File: config.mk
export PLATFORM = sky130hd
export DESIGN_NAME = display_scan_ctrl
export DESIGN_NICKNAME = d
export VERILOG_FILES = /design/src/rtl/disp_pkg.sv /design/src/rtl/display_scan_ctrl_scan_timer.sv /design/src/rtl/display_scan_ctrl.sv
export SDC_FILE = /design/constraint.sdc
export NUM_CORES = 1
export LEC_CHECK = 0
export CAP_MARGIN = 10
export CORE_ASPECT_RATIO = 1.1
export CORE_MARGIN = 2
export CORE_UTILIZATION = 47
export CTS_CLUSTER_DIAMETER = 40
export DETAILED_ROUTE_END_ITERATION = 7
export PLACE_DENSITY_LB_ADDON = 0.3
export SLEW_MARGIN = 5
export SYNTH_ARGS = -nofsm -noshare
export SYNTH_HDL_FRONTEND = slang
export SYNTH_SLANG_ARGS = --single-unit
File: constraint.sdc
create_clock -name clk -period 6.3 [get_ports clk]
set_input_delay 0.945 -clock clk [delete_from_list [all_inputs] [get_ports clk]]
set_output_delay 0.945 -clock clk [all_outputs]
set_load 0.1 [all_outputs]
File: src/rtl/disp_pkg.sv
// Shared types and constants for the 4-digit 7-segment display path.
// Latency: n/a (package only).
// Backpressure: n/a (package only).
//
// Contents: owner state encoding, blank/reset constants, counter width
// helper, one-hot grant encoder and the arbiter next-owner decision.
package disp_pkg;

    typedef enum logic [1:0] {
        ST_IDLE = 2'd0,
        ST_OWN0 = 2'd1,
        ST_OWN1 = 2'd2
    } owner_e;

    // Dot mask is active-low per digit, so "all dots off" is all ones.
    localparam logic [3:0]  POINT_OFF = 4'hF;
    localparam logic [31:0] BLANK_NUM = 32'h0;

    // Counter width for a modulus n: $clog2(n), never less than one bit.
    function automatic int cnt_width(input int n);
        return (n > 1) ? $clog2(n) : 1;
    endfunction

    function automatic logic [1:0] grant_of(input owner_e st);
        logic [1:0] g;
        g = 2'b00;
        case (st)
            ST_OWN0: g = 2'b01;
            ST_OWN1: g = 2'b10;
            default: g = 2'b00;
        endcase
        return g;
    endfunction

    // Next owner at a frame boundary. last=1 means source 1 was the most
    // recent owner, so a simultaneous request from idle goes to source 0.
    function automatic owner_e arb_next(input owner_e cur,
                                        input logic   req0,
                                        input logic   req1,
                                        input logic   last,
                                        input logic   hold_zero);
        owner_e nxt;
        nxt = ST_IDLE;
        case (cur)
            ST_IDLE: begin
                if (req0 && req1)  nxt = last ? ST_OWN0 : ST_OWN1;
                else if (req0)     nxt = ST_OWN0;
                else if (req1)     nxt = ST_OWN1;
                else               nxt = ST_IDLE;
            end
            ST_OWN0: begin
                if (!req0)                  nxt = req1 ? ST_OWN1 : ST_IDLE;
                else if (req1 && hold_zero) nxt = ST_OWN1;
                else                        nxt = ST_OWN0;
            end
            ST_OWN1: begin
                if (!req1)                  nxt = req0 ? ST_OWN0 : ST_IDLE;
                else if (req0 && hold_zero) nxt = ST_OWN0;
                else                        nxt = ST_OWN1;
            end
            default: nxt = ST_IDLE;
        endcase
        return nxt;
    endfunction

endpackage

File: src/rtl/display_scan_ctrl_scan_timer.sv
// Digit-scan divider, frame boundary detect and blink clock generator.
// Latency: Scanning/flash_clk/frame_start are registered; boundary is combinational from state.
// Backpressure: none; free-running from reset.
//
// Ports:
//   clk, rst      system clock, synchronous active-high reset
//   Scanning      active digit index 0..3, advances every SCAN_DIV cycles
//   boundary      high in the last cycle of a frame (digit 3, last slot cycle)
//   frame_start   one-cycle pulse in the first cycle of every frame after the first
//   flash_clk     blink phase, toggles every FLASH_DIV frames
module scan_timer
    import disp_pkg::*;
#(
    parameter int SCAN_DIV  = 50000,
    parameter int FLASH_DIV = 64
) (
    input  logic       clk,
    input  logic       rst,
    output logic [1:0] Scanning,
    output logic       boundary,
    output logic       frame_start,
    output logic       flash_clk
);

    localparam int DIV_W = cnt_width(SCAN_DIV);
    localparam int FRM_W = cnt_width(FLASH_DIV);

    localparam logic [DIV_W-1:0] DIV_LAST = DIV_W'(SCAN_DIV - 1);
    localparam logic [FRM_W-1:0] FRM_LAST = FRM_W'(FLASH_DIV - 1);

    logic [DIV_W-1:0] div_cnt;
    logic [FRM_W-1:0] frame_cnt;
    logic             tick;

    assign tick     = (div_cnt == DIV_LAST);
    assign boundary = tick && (Scanning == 2'd3);

    always_ff @(posedge clk) begin
        if (rst) begin
            div_cnt     <= '0;
            Scanning    <= 2'd0;
            frame_start <= 1'b0;
            frame_cnt   <= '0;
            flash_clk   <= 1'b0;
        end else begin
            if (tick) begin
                div_cnt  <= '0;
                Scanning <= Scanning + 2'd1;
            end else begin
                div_cnt  <= div_cnt + DIV_W'(1);
            end

            // Registered copy of boundary lands on the first digit-0 cycle.
            frame_start <= boundary;

            if (boundary) begin
                if (frame_cnt == FRM_LAST) begin
                    frame_cnt <= '0;
                    flash_clk <= ~flash_clk;
                end else begin
                    frame_cnt <= frame_cnt + FRM_W'(1);
                end
            end
        end
    end

endmodule

File: src/rtl/display_scan_ctrl.sv
// Scan sequencer and two-source arbiter for the 4-digit 7-segment driver.
// Latency: request/data sampled in the boundary cycle appear on the next edge with Scanning=0.
// Backpressure: none; requests are levels, only sampled at frame boundaries, never queued.
//
// Ports:
//   clk, rst                         system clock, synchronous active-high reset
//   srcN_req/_num/_point/_blink      requester N: level request, 8-nibble number, dot mask (1=off), blink mask
//   grant                            one-hot owner, 2'b00 when idle
//   frame_start, Scanning, flash_clk scan timing (see scan_timer)
//   disp_num, pointing, blinking     owner's fields, frozen for the whole frame
module display_scan_ctrl
    import disp_pkg::*;
#(
    parameter int SCAN_DIV    = 50000,
    parameter int FLASH_DIV   = 64,
    parameter int HOLD_FRAMES = 8
) (
    input  logic        clk,
    input  logic        rst,
    input  logic        src0_req,
    input  logic [31:0] src0_num,
    input  logic [3:0]  src0_point,
    input  logic [3:0]  src0_blink,
    input  logic        src1_req,
    input  logic [31:0] src1_num,
    input  logic [3:0]  src1_point,
    input  logic [3:0]  src1_blink,
    output logic [1:0]  grant,
    output logic        frame_start,
    output logic [1:0]  Scanning,
    output logic        flash_clk,
    output logic [31:0] disp_num,
    output logic [3:0]  pointing,
    output logic [3:0]  blinking
);

    localparam int HOLD_W = cnt_width(HOLD_FRAMES);
    localparam logic [HOLD_W-1:0] HOLD_INIT = HOLD_W'(HOLD_FRAMES - 1);

    logic              boundary;
    owner_e            state;
    owner_e            nxt;
    logic [HOLD_W-1:0] hold_cnt;
    logic              last;

    scan_timer #(
        .SCAN_DIV  (SCAN_DIV),
        .FLASH_DIV (FLASH_DIV)
    ) u_scan_timer (
        .clk         (clk),
        .rst         (rst),
        .Scanning    (Scanning),
        .boundary    (boundary),
        .frame_start (frame_start),
        .flash_clk   (flash_clk)
    );

    // Decision only matters when boundary is high; it is ignored otherwise.
    assign nxt = arb_next(state, src0_req, src1_req, last, (hold_cnt == '0));

    always_ff @(posedge clk) begin
        if (rst) begin
            state    <= ST_IDLE;
            grant    <= 2'b00;
            disp_num <= BLANK_NUM;
            pointing <= POINT_OFF;
            blinking <= 4'h0;
            hold_cnt <= '0;
            last     <= 1'b1;
        end else if (boundary) begin
            state <= nxt;
            grant <= grant_of(nxt);

            // Frame data is captured from whoever owns the coming frame, on
            // the same edge that wraps Scanning to 0, so a frame never tears.
            case (nxt)
                ST_OWN0: begin
                    disp_num <= src0_num;
                    pointing <= src0_point;
                    blinking <= src0_blink;
                end
                ST_OWN1: begin
                    disp_num <= src1_num;
                    pointing <= src1_point;
                    blinking <= src1_blink;
                end
                default: begin
                    disp_num <= BLANK_NUM;
                    pointing <= POINT_OFF;
                    blinking <= 4'h0;
                end
            endcase

            if (nxt != ST_IDLE) begin
                if (nxt != state) begin
                    hold_cnt <= HOLD_INIT;
                    last     <= (nxt == ST_OWN1);
                end else if (hold_cnt != '0) begin
                    hold_cnt <= hold_cnt - HOLD_W'(1);
                end
            end
        end
    end

endmodule

-- Word-level counts from Yosys, hierarchy flattened
Cells that the tools add are included.
- flip-flop bits (word level): 74
- bits of input ports: 84
- add/subtract/negate cells: 4
- equal/unequal tests: 8
- multiplexer cells: 17
- bitwise logic cells: 1
- reductions and logical operators: 13
- operator list (operator ; number):
    case mux 32 bit (2 select lines) ; 1
    adder 16 x 1 -> 16 bit, second input constant ; 1
    equality test 16 bit, second input constant ; 1
    2-to-1 mux 2 bit ; 8
    case mux 4 bit (2 select lines) ; 2
    adder 6 x 1 -> 6 bit, second input constant ; 1
    equality test 2 bit, second input constant ; 3
    equality test 6 bit, second input constant ; 1
    2-to-1 mux 3 bit ; 2
    2-to-1 mux 6 bit ; 1
    case mux 2 bit (3 select lines) ; 1
    AND reduction 3 bit ; 2
    equality test 2 x 1 -> 1 bit, second input constant ; 2
    logical AND 1 bit ; 4
    case mux 2 bit (2 select lines) ; 1
    nonzero test 2 bit ; 2
    logical NOT 3 bit ; 1
    nonzero test 3 bit ; 1
    subtractor 3 x 1 -> 3 bit, second input constant ; 1
    adder 2 x 1 -> 2 bit, second input constant ; 1
    logical NOT 2 bit ; 1
    inequality test 2 bit ; 1
    AND reduction 2 bit ; 1
    OR reduction 2 bit ; 1
    2 further kinds ; 2

-- Logic depth before layout (Yosys ltp)
Gate-level depths: netlist of the first run.
- depth after elaboration: 8
- gate-level depth with buffers: 13
- gate-level depth less buffers: 11

-- Modules after synthesis
A second synthesis of the first run with hierarchy kept.
- cells, all modules: 494
- area, all modules: 3723.6 µm²
- modules (own cells, without submodules) (module ; instances ; cells each ; area each (µm²)):
    display_scan_ctrl ; 1 ; 361 ; 2557.5
    scan_timer ; 1 ; 133 ; 1166.1

-- Least setup slack after synthesis of the first run
No wires, ideal clock.
- path type: input-to-reg
- start: in src0_req
- end: reg disp_num[24]
- setup time: 69 ps
- arrival time: 2898 ps
- required time: 6231 ps
- path slack: 3333 ps
- cell stages on the path: 10
- path buffers: 3
- path through: nand2_1 -> nor2_1 -> a311oi_1 -> clkbuf_1 -> inv_1 -> ha_1 -> or3_1 -> buf_6 -> buf_6 -> o21ai_1
- word-level cells in the longest chain between the ends: 6
- elaborated cells on any way between the ends: 12
- ends and longest elaborated chain (item ; line ; text):
    start, declared ; display_scan_ctrl.sv:20 ; input logic src0_req,
    logical AND 1 bit ; disp_pkg.sv:58 ; else if (req0 && hold_zero) nxt = ST_OWN0;
    2-to-1 mux 2 bit ; disp_pkg.sv:58 ;
    2-to-1 mux 2 bit ; disp_pkg.sv:57 ; if (!req1) nxt = req0 ? ST_OWN0 : ST_IDLE;
    case mux 2 bit (3 select lines) (*) ; disp_pkg.sv:44 ; case (cur)
    net nxt[1] ; display_scan_ctrl.sv:42 ; owner_e nxt;
    equality test 2 bit or equality test 2 x 1 -> 1 bit (tied branches) ; display_scan_ctrl.sv:76 ; case (nxt)
    case mux 32 bit (2 select lines) (*) ; display_scan_ctrl.sv:76 ;
    end signal, assigned ; display_scan_ctrl.sv:78 ; disp_num <= src0_num;
    end signal, assigned ; display_scan_ctrl.sv:83 ; disp_num <= src1_num;
    end, declared ; display_scan_ctrl.sv:32 ; output logic [31:0] disp_num,
Mark *: on every way through the listed nets, which the timed path passes. The rest lies on a longest branch.
A chain may end at the register's enable or synchronous reset.

-- Final worst setup path of the first run
- start: in src0_req
- end: reg blinking[0]
- word-level cells in the longest chain between the ends: 6
- elaborated cells on any way between the ends: 12
- ends and longest elaborated chain (item ; line ; text):
    logical AND 1 bit ; disp_pkg.sv:58 ;
    2-to-1 mux 2 bit ; disp_pkg.sv:58 ;
    2-to-1 mux 2 bit ; disp_pkg.sv:57 ;
    case mux 2 bit (3 select lines) (*) ; disp_pkg.sv:44 ;
    equality test 2 bit or equality test 2 x 1 -> 1 bit (tied branches) ; display_scan_ctrl.sv:76 ;
    case mux 4 bit (2 select lines) (*) ; display_scan_ctrl.sv:76 ;
    end signal, assigned ; display_scan_ctrl.sv:80 ; blinking <= src0_blink;
    end signal, assigned ; display_scan_ctrl.sv:85 ; blinking <= src1_blink;
    end, declared ; display_scan_ctrl.sv:34 ; output logic [3:0] blinking
Mark *: on every way between the ends. The rest lies on a longest branch, timed or not.

==> metrics.cfg, run 1 <==
[outcome]
status=finished, final reports clean

[route]
vias=3171
drt_iter0_markers=139
vias_per_cell=5.47
firstDrtPassIters=5
route.detailed.wl_per_inst_um=16.0
drc_errors=0
drt-total-wl_um=9280
ant_nets=0

[timing]
fin_setup_tns_ns=0
hold_violations=0
fin_crit_sh_pct=56.0
slew_violations=0
fmax_mhz=283
whs_ns=0.452
setup_ws_ns=2.77
relSlewSlack_pct=23.5
fin_crit_ns=3.53
skew_ns=0.0106
setup_violations=0
grt_setup_unrepaired=false
tightest_slew_ns=1.14

[job]
drv_cap=0

[cts]
cts_hold_buf=0
cts.reportedPaths.clkPinSlew_ns=0.08
cts_resized=0
root_buffer=clkbuf_8
cts_num_sinks=74
postCtsSetupRepairBufs=0
clk_latency_ns=0.35
cts.path.max_buffers=2
cts_inserted_buffers=9
htree_levels=3
cts_tree=done

[power_and_ir_drop]
total_power_mw=0.985
power.leakage_nw=1.71
p_switching_mw=0.220
switching_share_pct=22.3
pwr-share-comb_pct=10.4
vdd_drop_max_uv=135
p_seq_share_pct=47.9
power.internal_mw=0.765
power.density_nw_per_um2=204
clkPwrFrac_pct=41.7

[final_layout]
area_delta_synth_final_pct=47.3
final_util_pct=72.6
drive_gt1_share_pct=9.44
antennaDiodeCount=0
fin_nets=585
nFillCells=527

[critical_path]
reg2reg_depth=11
cp-end-kind=flip-flop
crit_family=buffers and inverters
cp-start-kind=input port
cpPeakStageDelay_ns=0.52
cp_slowest_cell=clkdlybuf4s50_1
crit_type=input port to flip-flop
r2r_slack_ns=2.95
cp.depth=10
crit_chain=clkdlybuf4s50_1, nand4bb_1, nand3_1, a311oi_4, buf_4, inv_1, ha_1, or3_1, buf_4, o21ai_0
worst-path-buf-inv=4
arrival_ns=3.80
worst-path-max-fanout=39
crit_required_ns=6.57
r2r-end=blinking[0]
r2r-start=hold_cnt[0]
cp_common_cell=buf_4

[synth]
synth_seq_cells=74
synth_top_flop_cell=dfxtp_1
synth_area_leaders=dfxtp_1 45%, a22oi_1 8.2%, nand2_1 6.2%
synth_nets=463
syn-cell-area_um2=3290
synthCells=371
syn_area_per_cell_um2=8.86
synth_edf_count=0
netlist_top_cells_count=74 x dfxtp_1, 54 x nand2_1, 39 x nor2_1
synth_top_area_share_pct=45.1
synth.most_common_cell=dfxtp_1
async_flop_share_pct=0
synth_area_leader_cell=dfxtp_1
synth-seq-area-share_pct=45.1
yosys_warnings=0
synth_cell_type_count=40

[floorplanning]
die_h_um=91.7
start_util_pct=49.3
coreArea_um2=6670
rows=31
die_x_um=83.7
die-area_um2=7680
pin_count=130

[min_path]
hold_path_end=grant[0]
holdCritPathClass=flip-flop to flip-flop
whs_path_depth=2
hp-start=grant[0]

[placement]
io_buffers=129
place_congestion=0.900
pre_cts_ws_ns=2.42
dp_hpwl_um=6850

[global_routing]
grt_pass1_vias=3078
use_met1_pct=28.2
met3_usage_pct=6.39
grt_pass1_wl_um=14700
top_usage_layer=met2
gr-total-overflow=0
gr-usage-met2_pct=41.5
grt_start_max_net_pins=40
grtUsageTotal_pct=24.1
antenna_found_initial=0

-- worst max-delay path by stage --
stage	start	end	slack [ns]
finish	src0_req	blinking[0]	2.77
CTS	src0_req	blinking[0]	2.78
global route	src0_req	blinking[0]	2.53
floorplan	src0_req	disp_num[24]	3.33
global placement	src0_req	blinking[0]	2.56
detailed placement	src0_req	blinking[0]	2.42
-- power by group through the flow --
stage / clock network [mW] / registers, mW / logic [mW]
detailed placement: 0 / 0.483 / 0.102
CTS: 0.417 / 0.472 / 0.103
floorplan: 0 / 0.482 / 0.0376
finish: 0.411 / 0.472 / 0.102
global placement: 0 / 0.482 / 0.100
global route: 0.437 / 0.472 / 0.110
-- sequential cells by signal, summed over array words and instances, names as in the netlist, 2 cells and up --
name / flops
blinking: 4
u_scan_timer.div_cnt: 16
pointing: 4
disp_num: 32
grant: 2
hold_cnt: 3
u_scan_timer.Scanning: 2
u_scan_timer.frame_cnt: 6
state: 2
-- through the flow --
| stage | instance area (um^2) | std cells |
|---|---|---|
| 3_3_place_gp | 4610 | 564 |
| 2_1_floorplan | 3290 | 371 |
| 3_5_place_dp | 4610 | 564 |
| 5_1_grt | 4840 | 580 |
| 4_1_cts | 4840 | 580 |
| 6_report | 4840 | 580 |
-- metal layers --
layer / up-vias / wire, um
li1: 1567 / -
met5: - / 0
met2: 127 / 4670
met4: 0 / 195
met1: 1463 / 3740
met3: 14 / 686
-- worst register-to-register path: stages (launching register included) --
cell and delay, ns:
dfxtp_1 0.33, inv_1 0.08, ha_1 0.23, nor2b_1 0.40
nor2_1 0.14, a311oi_4 0.27, buf_4 0.41, inv_1 0.14
ha_1 0.38, or3_1 0.39, buf_4 0.27, o21ai_0 0.25
-- logic make-up (layout without fill, tap and decap cells) --
logic type                 count (synthesis)  in the layout  share of synthesized area (%)
buffers and inverters                     30            157                           4.57
AOI/OAI and AO/OA                        104            104                           22.3
adders and majority gates                  8              8                           3.05
xor gates and xnor gates                  19             19                           5.06
muxes                                      2              2                          0.609
DFF                                       74             74                           45.1
and+or+nand+nor                          134            134                           19.3
-- cell usage in the layout (no fill, tap or decap), types with 4 or more instances in the layout --
master / Yosys / layout
o21ai_2: 18 / 18
a211o_1: 4 / 4
nor2_1: 39 / 38
and3_1: 5 / 5
inv_1: 7 / 7
clkbuf_8: 0 / 10
nand3_1: 8 / 8
a21oi_1: 13 / 13
a22oi_1: 36 / 36
buf_4: 0 / 5
ha_1: 8 / 8
xnor2_1: 8 / 8
nand4_1: 7 / 7
nand2_1: 54 / 54
dfxtp_1: 74 / 74
a221oi_1: 4 / 4
o21ai_1: 12 / 12
o21ai_0: 9 / 9
clkdlybuf4s50_1: 0 / 129
xor2_1: 11 / 11
-- cell type report --
| cell class | instances | area (um^2) | share of cell area, % |
|---|---|---|---|
| multi-input cells | 267 | 1680 | 34.6 |
| flip-flops and latches | 74 | 1480 | 30.6 |
| repair buffers | 134 | 1330 | 27.4 |
| clock buffers | 10 | 138 | 2.84 |
| well taps | 82 | 103 | 2.12 |
| clock inverters | 6 | 90.1 | 1.86 |
| inverters | 7 | 26.3 | 0.543 |
No activity file was read; power rests on OpenSTA's default activity.
==> run 2, diff against run 1 <==
- CORE_UTILIZATION: 47 -> 43
- clock period: 6.3 -> 3.27 ns (I/O delays scaled with it)
==> metrics.cfg, run 2 (same netlist as run 1, synthesis figures left out) <==
[global_routing]
grt_pass1_wl_um=13600
grtUsageTotal_pct=20.9
antenna_found_initial=0
use_met1_pct=24.8
gr-usage-met2_pct=35.9
met3_usage_pct=5.92
top_usage_layer=met2
gr-total-overflow=0
grt_pass1_vias=2800
grt_start_max_net_pins=39

[power_and_ir_drop]
switching_share_pct=20.8
pwr-share-comb_pct=9.7
power.leakage_nw=1.75
vdd_drop_max_uv=249
power.density_nw_per_um2=416
p_switching_mw=0.424
clkPwrFrac_pct=45.7
power.internal_mw=1.61
p_seq_share_pct=44.6

[timing]
grt_setup_unrepaired=false
relSlewSlack_pct=31.0
hold_violations=0
tightest_slew_ns=1.03
fin_crit_ns=2.98
skew_ns=0.00894
whs_ns=0.454
slew_violations=0
setup_violations=0
fin_crit_sh_pct=91.2
fin_setup_tns_ns=0
fmax_mhz=335

[floorplanning]
coreArea_um2=7430
rows=33
start_util_pct=44.2
die-area_um2=8360
pin_count=130
die_h_um=95.7
die_x_um=87.4

[route]
vias_per_cell=5.29
ant_nets=0
drt_iter0_markers=167
route.detailed.wl_per_inst_um=15.2
firstDrtPassIters=4
drc_errors=0
vias=3106
drt-total-wl_um=8950

[placement]
io_buffers=129
place_congestion=0.790
dp_hpwl_um=6610

[cts]
cts_tree=done
htree_levels=3
cts_inserted_buffers=9
root_buffer=clkbuf_8
cts.reportedPaths.clkPinSlew_ns=0.08
cts_resized=0
clk_latency_ns=0.35
cts_hold_buf=0
cts_num_sinks=74
cts.path.max_buffers=2
postCtsSetupRepairBufs=0

[critical_path]
arrival_ns=3.26
cp-end-kind=flip-flop
crit_required_ns=3.55
reg2reg_depth=10
crit_type=flip-flop to flip-flop
r2r-start=hold_cnt[0]
worst-path-max-fanout=35
r2r_slack_ns=0.29
cp-start-kind=flip-flop
r2r-end=blinking[1]

[final_layout]
area_delta_synth_final_pct=48.8
largestRegisters=disp_num x32, u_scan_timer.div_cnt x16, u_scan_timer.frame_cnt x6
fin_nets=587
final_common_cell=clkdlybuf4s50_1
largest_reg_flops=32
nFillCells=619
drive_gt1_share_pct=10.4
antennaDiodeCount=0
top_register=disp_num
final_cell_mix=125 x clkdlybuf4s50_1, 74 x dfxtp_1, 54 x nand2_1, 38 x nor2_1, 36 x a22oi_1

[min_path]
holdCritPathClass=flip-flop to flip-flop
hold_path_end=disp_num[24]
whs_path_depth=2
hp-start=disp_num[24]

[job]
drv_cap=0

[outcome]
status=finished, final reports clean

[run 2: area by class of cell]
| type | count | area (um^2) | area share (%) |
|---|---|---|---|
| Inverter | 7 | 26.3 | 0.537 |
| Multi-Input combinational cell | 267 | 1680 | 34.3 |
| Tap cell | 87 | 109 | 2.23 |
| Clock inverter | 6 | 138 | 2.81 |
| Clock buffer | 10 | 128 | 2.61 |
| Sequential cell | 74 | 1480 | 30.3 |
| Timing Repair Buffer | 136 | 1330 | 27.3 |
[run 2: how the worst max path moves through the flow]
stage,cells past startpoint,slack (ns),end,from
finish,10,0.29,blinking[1],hold_cnt[0]
global route,10,0.1,blinking[1],hold_cnt[0]
CTS,10,0.30,blinking[3],hold_cnt[0]
detailed placement,9,0.24,blinking[3],src0_req
global placement,9,0.31,blinking[1],src0_req
floorplan,12,0.48,disp_num[24],hold_cnt[0]
[run 2: layer usage]
metal	wire (um)	up-vias
li1	-	1570
met1	3830	1424
met2	4280	103
met3	710	9
met4	130	0
met5	0	-
[run 2: critical path: stages (launching register included)]
cell,delay (ns)
dfxtp_1,0.33
inv_1,0.08
ha_1,0.24
nor2b_1,0.42
nor2_1,0.15
a311oi_4,0.31
inv_1,0.10
ha_1,0.40
or3_1,0.39
buf_4,0.28
o21ai_0,0.21
[run 2: power by group through the flow]
stage / Clock, mW / Sequential, mW / Combinational [mW]
after floorplan: 0 / 0.929 / 0.0724
after global placement: 0 / 0.930 / 0.194
after detailed placement: 0 / 0.930 / 0.197
after CTS: 0.941 / 0.909 / 0.198
after global routing: 0.986 / 0.909 / 0.212
final: 0.930 / 0.909 / 0.197
[run 2: metrics by stage]
stage               utilization [%]  power (mW)  instances  cell area, um^2  setup WS (ns)
floorplan                         -        1.00        371             3290          0.478
finish                         65.8        2.04        587             4890          0.287
detailed placement             62.2        1.13        571             4630          0.244
CTS                            65.8        2.05        587             4890          0.296
global placement               62.2        1.12        571             4630          0.312
global route                   65.8        2.11        587             4890         0.0951
==> run 3, diff against run 2 <==
- CORE_UTILIZATION: 43 -> 39
- clock period: 3.27 -> 2.7 ns (I/O delays scaled with it)
==> metrics.cfg, run 3 (same netlist as run 1, synthesis figures left out) <==
[outcome]
status=finished, final reports clean

[critical_path]
worst-path-buf-inv=4
crit_chain=inv_1, ha_1, nor2b_1, buf_4, a311oi_4, inv_1, ha_1, or3_4, clkbuf_16, o21ai_2
cp_slowest_cell=or3_4
arrival_ns=2.81
cpPeakStageDelay_ns=0.44
crit_required_ns=2.97
worst-path-max-fanout=17
crit_type=flip-flop to flip-flop
cp-start-kind=flip-flop
cp-end-kind=flip-flop
crit_family=simple AND/OR/NAND/NOR gates

[route]
vias=3174
firstDrtPassIters=4
drt-total-wl_um=9450
vias_per_cell=5.13
drc_errors=0
ant_nets=0
drt_iter0_markers=146
route.detailed.wl_per_inst_um=15.3

[power_and_ir_drop]
power.internal_mw=1.67
p_switching_mw=0.524
clkPwrFrac_pct=38.6
switching_share_pct=23.9
total_power_mw=2.19
p_seq_share_pct=50.2
pwr-share-comb_pct=11.3
power.density_nw_per_um2=453
vdd_drop_max_uv=261
power.leakage_nw=1.85

[final_layout]
antennaDiodeCount=0
multiInputGateArea_um2=1680
area_delta_synth_final_pct=47.3
seq_area_um2=1480
fin_nets=595
top_register=disp_num
final_common_cell=clkdlybuf4s50_1
largestRegisters=disp_num x32, u_scan_timer.div_cnt x16, u_scan_timer.frame_cnt x6
final_util_pct=58.5
nFillCells=706
largest_reg_flops=32
drive_gt1_share_pct=20.9
final_cell_mix=83 x clkdlybuf4s50_1, 72 x dfxtp_1, 59 x buf_4, 54 x nand2_1, 38 x nor2_1

[timing]
slew_violations=0
fmax_mhz=394
skew_ns=0.0114
setup_violations=0
fin_setup_tns_ns=0
fin_crit_sh_pct=93.9
fin_crit_ns=2.54
setup_ws_ns=0.164
grt_setup_unrepaired=false
relSlewSlack_pct=60.3
tightest_slew_ns=0.591
hold_violations=0

[global_routing]
antenna_found_initial=0
grt_pass1_wl_um=14700
grt_start_max_net_pins=38
top_usage_layer=met2
met3_usage_pct=4.80
gr-usage-met2_pct=33.9
grt_pass1_vias=2986
use_met1_pct=24.8
grtUsageTotal_pct=20.0
gr-total-overflow=0

[floorplanning]
rows=35
pin_count=130
die_x_um=91.5
coreArea_um2=8280
start_util_pct=39.7
die_h_um=100
die-area_um2=9180

[cts]
cts_num_sinks=74
clk_latency_ns=0.34
cts_inserted_buffers=9
cts.reportedPaths.clkPinSlew_ns=0.08
postCtsSetupRepairBufs=0
root_buffer=clkbuf_8
cts_tree=done
cts.path.max_buffers=2
htree_levels=3

[placement]
dp_hpwl_um=7000
io_buffers=129
pre_cts_ws_ns=0.0411
place_congestion=0.820

[min_path]
holdCritPathClass=flip-flop to flip-flop

[job]
drv_cap=0

==> run 3: through the flow <==
step | std cells | cell area, um^2 | hold WS, ns
2_1_floorplan | 371 | 3290 | 0.430
3_3_place_gp | 602 | 4620 | 0.436
6_report | 619 | 4840 | 0.452
4_1_cts | 618 | 4810 | 0.454
3_5_place_dp | 602 | 4620 | 0.443
5_1_grt | 619 | 4840 | 0.474
==> run 3: layout make-up <==
type / instances / area share [%]
timing repair buffer: 144 / 27.2
clock buffer: 9 / 2.56
sequential: 74 / 30.6
tap: 111 / 2.87
clock inverter: 7 / 1.45
multi-input combinational: 267 / 34.7
inverter: 7 / 0.543
==> run 3: path summary, 6_finish.rpt <==
kind                            slack (ns)         from      endpoint  cells after the start
worst max-delay path                  0.16  hold_cnt[0]  disp_num[12]                     10
worst min-delay path                  0.45  disp_num[1]   disp_num[1]                      2
worst max register to register        0.16  hold_cnt[0]  disp_num[12]                     10
worst min register to register        0.45  disp_num[1]   disp_num[1]                      2
==> run 3: power by group through the flow <==
| stage | Combinational (mW) | Sequential (mW) | Clock, mW |
|---|---|---|---|
| after detailed placement | 0.247 | 1.13 | 0 |
| after CTS | 0.248 | 1.10 | 0.862 |
| after floorplan | 0.0883 | 1.13 | 0 |
| after global placement | 0.244 | 1.13 | 0 |
| final | 0.247 | 1.10 | 0.846 |
| after global routing | 0.266 | 1.10 | 0.911 |
==> run 3: worst reg2reg max path, delay by kind of cell, from the launching register on <==
kind | cells | cell delay, ns
flops | 1 | 0.36
simple gates | 2 | 0.59
compound gates | 2 | 0.45
fa+ha+maj | 2 | 0.54
buf+inv | 4 | 0.54
==> run 3: layer usage <==
| layer | wire, um | part of all wire [%] | up-vias |
|---|---|---|---|
| met2 | 4450 | 47 | 119 |
| met5 | 0 | 0 | - |
| met1 | 4180 | 44 | 1455 |
| met3 | 713 | 7.5 | 9 |
| met4 | 103 | 1.1 | 0 |
| li1 | - | - | 1591 |
==> run 3: repair_timing <==
action,in CTS,in global routing
resized for setup,0,5
endpoints found under the setup margin,0,4
endpoints found under the hold margin,0,0
hold buffers,0,0
==> patch: new RTL, settings of run 2 <==
Re-encode `owner_e` (3 values) as one-hot, 3 bits wide.
--- a/src/rtl/disp_pkg.sv
+++ b/src/rtl/disp_pkg.sv
@@ -6,10 +6,10 @@
 // helper, one-hot grant encoder and the arbiter next-owner decision.
 package disp_pkg;
 
-    typedef enum logic [1:0] {
-        ST_IDLE = 2'd0,
-        ST_OWN0 = 2'd1,
-        ST_OWN1 = 2'd2
+    typedef enum logic [2:0] {
+        ST_IDLE = 3'b001,
+        ST_OWN0 = 3'b010,
+        ST_OWN1 = 3'b100
     } owner_e;
 
     // Dot mask is active-low per digit, so "all dots off" is all ones.
Check against the original RTL: no difference found for any inputs over 10 cycles, from zero or initial values and one cycle with rst high; not proved beyond that.
==> patch against run 2 <==
  * Non-clock buffer count decreased by 3
  * Clock power is 5.7% lower
  * Power down 4.0%
  * Sequential cell count increased by 1
  * Wire length is 0.54% lower
  * Worst setup slack better by 0.40 ns
  * Global-route usage shrank 0.16 points
  * Clock skew up 0.0035 ns
  * Utilization fell by 2.4 points
  * Cell area increased by 1.4%
  * Sequential share of layout area is essentially flat
  * Die area up 4.0%
  * Area after synthesis is 4.1% higher
  * Critical path type unchanged
  * Critical endpoint is now disp_num[4]
  * Largest power group is now sequential cells
==> patch: results (changes against run 2) <==
Status: complete, no violations
Worst setup skew after layout: 0.0125 ns (+0.00351 ns)
Placed cell area: 4710 µm² (+1.9%)
Sequential fraction of the synthesis area: 43.9% (-1.2 points)
First-pass GRT wire length: 14500 µm (+7.1%)
Vias: 3272 (+5.3%)
Met3 Usage GRT: 5.01% (-0.90 points)
Slowest CP cell: nand3_2
GP Congestion: 0.806 (+2.0%)
Largest net degree at the start of global routing: 40 (+2.6%)
Nets: 591 (+0.68%)
Max_slew headroom: 33.1% (+2.0 points)
Die X: 89.1 µm (+2.0%)
Top cells by area, synth: dfxtp_1 (44%), a32oi_1 (9.5%), o21ai_1 (5.6%), inv_1 (4.6%), nor2_1 (2.9%)
WL per Instance: 14.5 µm (-4.9%)
Synth cell count leaders: dfxtp_1 (75), inv_1 (42), o21ai_1 (38)
HP Start: grant[0]
Pre-CTS WS: 0.432 ns (+0.188 ns)
Leakage: 0.00190 µW (+8.9%)
CP peak stage delay: 0.67 ns (+0.25 ns)
Metal3 WL: 487 µm (-31%)
Vias in the first global route: 3093 (+10%)
Synth cell types: 55 (+38%)
Crit-path max FO: 38 (+8.6%)
WL met1: 3710 µm (-3.2%)
Net Count, Synth: 472 (+1.9%)
1st-iter DRT viols: 172 (+3.0%)
Routed met2 length: 4500 µm (+5.1%)
DP HPWL: 6200 µm (-6.2%)
==> patch: changes by cell type in the layout (fill, tap and decap cells not counted), moves of 13 or more <==
cell            run 2  this run
a22oi_1            36         0
a32oi_1             0        37
inv_1               7        42
nand2_1            54        18
nor2_1             38        25
o21ai_1            12        38
o21ai_2            18         1
==> patch: area by class of cell <==
cell class / count / area (µm²)
Fill cell: 684 / 2870
Multi-Input combinational cell: 239 / 1590
Sequential cell: 75 / 1500
Timing Repair Buffer: 133 / 1320
Inverter: 44 / 165
Clock buffer: 11 / 151
Tap cell: 108 / 135
Clock inverter: 4 / 97.6
==> patch: final timing paths <==
| kind | end | depth (start not counted) | slack, ns |
|---|---|---|---|
| worst max register to register | disp_num[4] | 7 | 0.68 |
| worst min-delay path | grant[0] | 2 | 0.45 |
| worst min register to register | grant[0] | 2 | 0.45 |
| worst max-delay path | disp_num[4] | 7 | 0.68 |
==> patch: power by group <==
group          internal, µW  switching [µW]  total, µW
logic                   102            57.2        159
clock network           545             332        877
registers               916            3.21        919
==> patch: kinds of logic after synthesis <==
family                   share of synthesized area [%]
flip-flops                                        43.9
buffers and inverters                             9.72
multiplexers                                     0.292
AND/OR/NAND/NOR                                   16.3
adder cells (fa/ha/maj)                           1.83
XOR/XNOR                                          4.09
AO/OA/AOI/OAI                                     23.9
==> patch: metrics by stage <==
stage               utilization (%)  total power, µW  cells
detailed placement             60.2             1100    599
finish                         63.4             1950    614
floorplan                         -              990    383
CTS                            63.4             1970    614
global placement               60.2             1100    599
global route                   63.4             2020    614
==> patch: tightest hold or removal path, stage by stage (launching register included) <==
cell and delay, ns:
dfxtp_1 0.31, nand2_1 0.05, o21ai_1 0.05
